===== config.mk =====
export PLATFORM = sky130hd
export DESIGN_NAME = sisc_fetch_queue
export DESIGN_NICKNAME = d
export VERILOG_FILES = /design/src/rtl/sisc_fetch_queue.sv
export SDC_FILE = /design/constraint.sdc
export NUM_CORES = 1
export LEC_CHECK = 0
export BUFFER_PORTS_ARGS = -buffer_cell sky130_fd_sc_hd__buf_2
export CAP_MARGIN = 20
export CORE_ASPECT_RATIO = 0.8
export CORE_UTILIZATION = 56
export DETAILED_ROUTE_END_ITERATION = 16
export PLACE_DENSITY = 0.83
export SLEW_MARGIN = 10
export SYNTH_ARGS = -nofsm -noshare
export SYNTH_HDL_FRONTEND = slang
export SYNTH_SLANG_ARGS = --single-unit

===== constraint.sdc =====
create_clock -name clk -period 2.7 [get_ports clk]
set_input_delay 0.135 -clock clk [delete_from_list [all_inputs] [get_ports clk]]
set_output_delay 0.135 -clock clk [all_outputs]
set_load 0.01 [all_outputs]

===== src/rtl/sisc_fetch_queue.sv =====
// SISC instruction fetch stage: owns the fetch PC and buffers returned words in a prefetch queue for decode.
// Optional HALT-opcode stop is enabled by defining SISC_FETCH_HALT_EN.
module sisc_fetch_queue #(
  parameter int          DEPTH    = 4,
  parameter logic [15:0] RESET_PC = 16'h0000
) (
  input  logic                     clk,
  input  logic                     rst,
  output logic [15:0]              im_addr,
  input  logic [31:0]              im_data,
  input  logic                     br_taken,
  input  logic [15:0]              br_addr,
  output logic                     ir_valid,
  output logic [31:0]              ir,
  output logic [15:0]              ir_pc,
  input  logic                     ir_ready,
  output logic [$clog2(DEPTH):0]   q_count,
  output logic                     halted
);

  localparam int PW = $clog2(DEPTH);
  localparam int CW = PW + 1;
  localparam logic [PW-1:0] PTR_ONE  = 1;
  localparam logic [CW-1:0] CNT_FULL = CW'(DEPTH);

  logic [31:0]   r_memInstr [DEPTH];
  logic [15:0]   r_memPc    [DEPTH];
  logic [PW-1:0] r_headPtr;
  logic [PW-1:0] r_tailPtr;
  logic [CW-1:0] r_count;
  logic [15:0]   r_pc;

  logic w_pop;
  logic w_push;
  logic w_full;
  logic w_haltWord;
  logic w_halted;

  assign w_full   = (r_count == CNT_FULL);
  assign w_pop    = (r_count != '0) && ir_ready;
  assign w_push   = !w_halted && (!w_full || w_pop);

`ifdef SISC_FETCH_HALT_EN
  logic r_halted;

  assign w_haltWord = (im_data[31:28] == 4'hF);
  assign w_halted   = r_halted;

  // Halt latches on the edge that pushes the HALT word; only a branch or reset restarts fetch.
  always_ff @(posedge clk) begin
    if (rst) begin
      r_halted <= 1'b0;
    end else if (br_taken) begin
      r_halted <= 1'b0;
    end else if (w_push && w_haltWord) begin
      r_halted <= 1'b1;
    end
  end
`else
  assign w_haltWord = 1'b0;
  assign w_halted   = 1'b0;
`endif

  always_ff @(posedge clk) begin
    if (rst) begin
      r_pc      <= RESET_PC;
      r_headPtr <= '0;
      r_tailPtr <= '0;
      r_count   <= '0;
    end else if (br_taken) begin
      r_pc      <= br_addr;
      r_headPtr <= '0;
      r_tailPtr <= '0;
      r_count   <= '0;
    end else begin
      if (w_push) begin
        r_tailPtr <= r_tailPtr + PTR_ONE;
        if (!w_haltWord) begin
          r_pc <= r_pc + 16'd1;
        end
      end
      if (w_pop) begin
        r_headPtr <= r_headPtr + PTR_ONE;
      end
      r_count <= r_count + CW'(w_push) - CW'(w_pop);
    end
  end

  // Entry storage needs no reset; occupancy alone decides what is valid.
  always_ff @(posedge clk) begin
    if (!rst && !br_taken && w_push) begin
      r_memInstr[r_tailPtr] <= im_data;
      r_memPc[r_tailPtr]    <= r_pc;
    end
  end

  assign im_addr  = r_pc;
  assign ir_valid = (r_count != '0);
  assign ir       = r_memInstr[r_headPtr];
  assign ir_pc    = r_memPc[r_headPtr];
  assign q_count  = r_count;
  assign halted   = w_halted;

endmodule


After elaboration in Yosys (flattened, before gate mapping)
Memories as Yosys holds them, arrays and structs flattened. A register that Yosys moved wholly into a read port is not among the register bits.
Cells that the tools add are included.
{"block": "totals", "regBits": 23, "ram_bits": 192, "inputBits": 52, "output_inout_bits": 69, "word_cells": 30, "n_memories": 2}
{"block": "classes", "add_sub_neg": 5, "n_eq_ne": 1, "n_mux": 8, "n_reduce_logical": 10}
{"memory": "r_memInstr", "words": 4, "word_bits": 32, "read_ports": 1, "rd_clocked_by_memory_dff": 1, "write_ports": 1, "line_no": "26", "text": "logic [31:0] r_memInstr [DEPTH];"}
{"memory": "r_memPc", "words": 4, "word_bits": 16, "read_ports": 1, "rd_clocked_by_memory_dff": 1, "write_ports": 1, "line_no": "27", "text": "logic [15:0] r_memPc [DEPTH];"}
{"operator": "16-bit two-way mux", "count": 2}
{"operator": "16-bit by 1-bit adder with 16-bit output, second input constant", "count": 1}
{"operator": "2-bit two-way mux", "count": 4}
{"operator": "2-bit by 1-bit adder with 2-bit output, second input constant", "count": 2}
{"operator": "3-bit by 1-bit adder with 3-bit output", "count": 1}
{"operator": "3-bit == test, second input constant", "count": 1}
{"operator": "1-bit logical AND", "count": 3}
{"operator": "1-bit zero test", "count": 3}
{"operator": "3-bit nonzero test", "count": 1}
{"operator": "3-bit by 1-bit subtractor with 3-bit output", "count": 1}
{"operator": "1-bit two-way mux", "count": 2}
{"operator": "2-bit nonzero test", "count": 1}
{"operator": "2-bit OR reduction", "count": 1}
{"operator": "1-bit logical OR", "count": 1}

Logic depth before layout (Yosys ltp)
{"block": "logic_depth", "depth_word": 6, "ltp_mapped": 8, "ltp_nobuf": 8}

Worst setup path before layout
OpenSTA, ideal clock, no wires.
{"block": "synth_timing", "path_kind": "reg2reg", "start": "register r_count[1] (netlist: q_count[1])", "end": "memory r_memInstr[0][0] (enable)", "setup_time_ps": 411, "t_arrival_ps": 2129, "required_time_ps": 2289, "setup_slack_ps": 161, "stages_incl_launch_ff": 4, "path_buffers": 1, "path_cell_list": "dfxtp_1 -> or4b_1 -> clkbuf_1 -> and3_1"}
{"block": "synth_between", "elab_chain_cells": 6, "word_cells_on_any_way": 8, "cone_classes": "eq/ne (1); mux (2); reduce/logical (5)"}
{"item": "start, declared", "line_no": "30", "text": "logic [CW-1:0] r_count;"}
{"item": "start signal, assigned", "line_no": "85", "text": "r_count <= r_count + CW'(w_push) - CW'(w_pop);"}
{"item": "3-bit == test / 3-bit nonzero test (equally long branches)", "line_no": "39, 40"}
{"item": "1-bit zero test / 1-bit logical AND (equally long branches)", "line_no": "41, 40"}
{"item": "1-bit logical OR *", "line_no": "41", "text": "assign w_push = !w_halted && (!w_full || w_pop);"}
{"item": "1-bit logical AND *", "line_no": "91", "text": "if (!rst && !br_taken && w_push) begin"}
{"item": "1-bit two-way mux *", "line_no": "91"}
{"item": "1-bit two-way mux (implied by the code) *", "line_no": "92", "text": "r_memInstr[r_tailPtr] <= im_data;"}
{"item": "end, declared", "line_no": "26"}
Mark *: on every way between the ends. The rest lies on a longest branch, timed or not.

==> results.yml <==
run_status:
  status: "completed"
sta:
  finalHoldViolations: 0
  slew_headroom: 0.537
  worst_clock_skew_ns: 0.0120
  fin_crit_sh: 0.852
  rsz0062_at_grt: "no"
  min_period_ns: 2.30
  tightest_slew_ns: 0.692
  report.final.slew_viol_count: 0
  finalSetupTns_ns: 0
  fmax_ghz: 0.435
  setup_viol: 0
synth:
  ys.flop_type: "edfxtp_1"
  async_reset_ff_frac: 0
  synth_seq_cells: 217
  synth_cell_types: 43
  synth.yosys.seq_area_share: 0.758
  synth.avg_cell_area_um2: 20.3
  synth_cells: 407
  yosysWarnings: 0
  syn_area_um2: 8270
  synth_edf_count: 192
route:
  routedWlPerCell_um: 21.7
  viasPerCell: 5.82
  drt_wl_total_um: 17000
  drc_errors: 0
  firstDrtPassIters: 5
  ant_nets: 0
  drt_iter0_drc: 359
  vias: 4556
pwr:
  p_comb_frac: 0.073
  power.total_mw: 7.04
  power.leakage_nw: 3.54
  switching_power_mw: 1.48
  power.density_nw_per_um2: 688
  internal-power_mw: 5.56
  pwr-share-seq: 0.546
  p_clk_frac: 0.381
  peakVddDrop_v: 0.000540
  sw_frac_of_total: 0.210
finish:
  antenna_cells: 0
  nets: 645
  nFillCells: 854
  drive_gt1_frac: 0.357
  area_delta_synth_final_pct: 23.7
critical_path:
  crit_required_ns: 2.57
  cp.arrival_ns: 2.17
  crit_type: "reg -> out"
  critPathLaunchType: "flip-flop"
  end_kind: "output pin"
  critPathMaxFanout: 34
placement:
  port-buffer-count: 119
  hpwlAfterDp_um: 10500
  gp_congestion: 0.797
floorplan:
  start_util: 0.576
  fp.dieH_um: 111
  rows: 39
  dieArea_um2: 15300
  ios: 121
  fp.dieW_um: 138
  coreArea_um2: 14300
clock_tree:
  cts_buffers: 20
  cts_buffer_depth: 3
  clock_sinks: 217
  clk_pin_slew_ns: 0.07
  post_cts_resized: 0
  h-tree-depth: 1
  cts_tree: "yes"
  clockRootBuffer: "clkbuf_16"
  clkLatencyLatePin_ns: 0.49
  post_cts_buffers: 0
run:
  cap_violations: 0
global_routing:
  grt_max_degree: 35
  grt_remaining_overflow: 0
  grt_pass1_vias: 4578
  grt_usage: 0.230
  antenna_found_initial: 0
  grt_pass1_wl_um: 25900
hold_path:
  hold_class: "in -> reg"
cells in the mapped netlist (all sizes together) (2+ instances only):
master   number  area, um2
mux4         48       1080
buf           7       37.5
nor4          5       37.5
nand2        10       37.5
and2          2       12.5
nor2         22       82.6
nor2b         2       12.5
dfxtp        25        500
edfxtp      192       5770
nor4b         2       17.5
nor3b         2       15.0
ha            6       75.1
nand4         6       52.6
o31a          2       17.5
nor3          5       25.0
inv           7       26.3
mux2i         3       30.0
a21oi         3       15.0
a2111oi       3       26.3
a211oi        8       60.1
xor2          7       61.3
clkbuf       10       37.5
nand3         4       20.0
and3          5       31.3
or4b          2       23.8
xnor2         6       52.6
stage by stage:
step	util	cell area, um2	hold slack [ns]	instances	setup WS, ns
after detailed placement	0.637	9140	0.353	701	0.425
after global routing	0.713	10200	0.0431	783	0.271
after floorplan	-	8270	0.234	408	0.161
after global placement	0.633	9070	0.350	698	0.398
after CTS	0.713	10200	0.0226	783	0.349
final	0.713	10200	0.0364	783	0.399
worst paths after layout:
path | start | to | slack (ns) | cells after the start
setup / recovery | flip-flop | ir_pc[0] | 0.40 | 3
hold / removal | rst | im_addr[0] | 0.04 | 2
setup reg to reg | q_count[1] | r_memPc[0][3] | 0.43 | 3
hold reg to reg | r_tailPtr[1] | r_tailPtr[1] | 0.55 | 2
layout make-up:
type | instances | area (um2) | share of cell area
multi-input combinational | 165 | 1890 | 0.185
timing repair buffer | 175 | 1180 | 0.116
inverter | 7 | 26.3 | 0.00257
clock buffer | 28 | 562 | 0.0549
clock inverter | 7 | 60.1 | 0.00587
sequential | 217 | 6270 | 0.613
tap | 184 | 230 | 0.0225
sequential cells by signal, indices dropped and copies added (netlist names), named ones only:
register / flops
r_memInstr: 128
r_headPtr: 2
im_addr: 16
q_count: 3
r_memPc: 64
r_tailPtr: 2
power groups by stage:
stage / registers, mW / logic [mW] / clock network (mW)
final: 3.84 / 0.517 / 2.68
after global routing: 3.85 / 0.561 / 2.83
after CTS: 3.84 / 0.521 / 2.71
after detailed placement: 3.91 / 0.461 / 0
after global placement: 3.90 / 0.447 / 0
after floorplan: 3.89 / 0.259 / 0
layout by cell type, fill, tap and decap left out, types with 3 or more instances in the layout:
cell type      instances
nor3_1                 5
nand3_1                4
nand2_1               10
buf_2                119
buf_12                 4
ha_1                   6
clkbuf_16             21
a211oi_1               8
xor2_1                 7
inv_1                  7
nor4_1                 4
nand4_1                5
edfxtp_1             192
clkinv_2               3
nor2_1                22
xnor2_1                6
buf_4                  5
a21oi_1                3
dlygate4sd3_1         47
mux2i_1                3
mux4_2                48
dfxtp_1               23
and3_2                 4
clkbuf_1               6
a2111oi_0              3
logic make-up after synthesis:
kind of cell | share of synthesized area
AO/OA/AOI/OAI | 0.0180
other | 0.000454
multiplexers | 0.134
flip-flops | 0.758
buffers and inverters | 0.0148
XOR/XNOR | 0.0138
AND/OR/NAND/NOR | 0.0492
adder cells (fa/ha/maj) | 0.0115
worst max-delay path: stages (launching register included):
cell	delay [ns]
dfxtp_4	0.55
buf_12	0.33
mux4_2	0.60
buf_2	0.17
layer usage:
metal | vias to the layer above | GRT usage | routed length [um]
met4 | 0 | 0.0500 | 250
met3 | 25 | 0.0375 | 1180
met5 | - | 0 | 0
met2 | 206 | 0.361 | 8320
li1 | 2019 | - | -
met1 | 2306 | 0.345 | 7220
timing repair:
item / in CTS / in global routing
endpoints found under the hold margin: 143 / 0
endpoints found under the setup margin: 0 / 0
hold buffers: 47 / 0
Power figures use the tool's default switching activity.
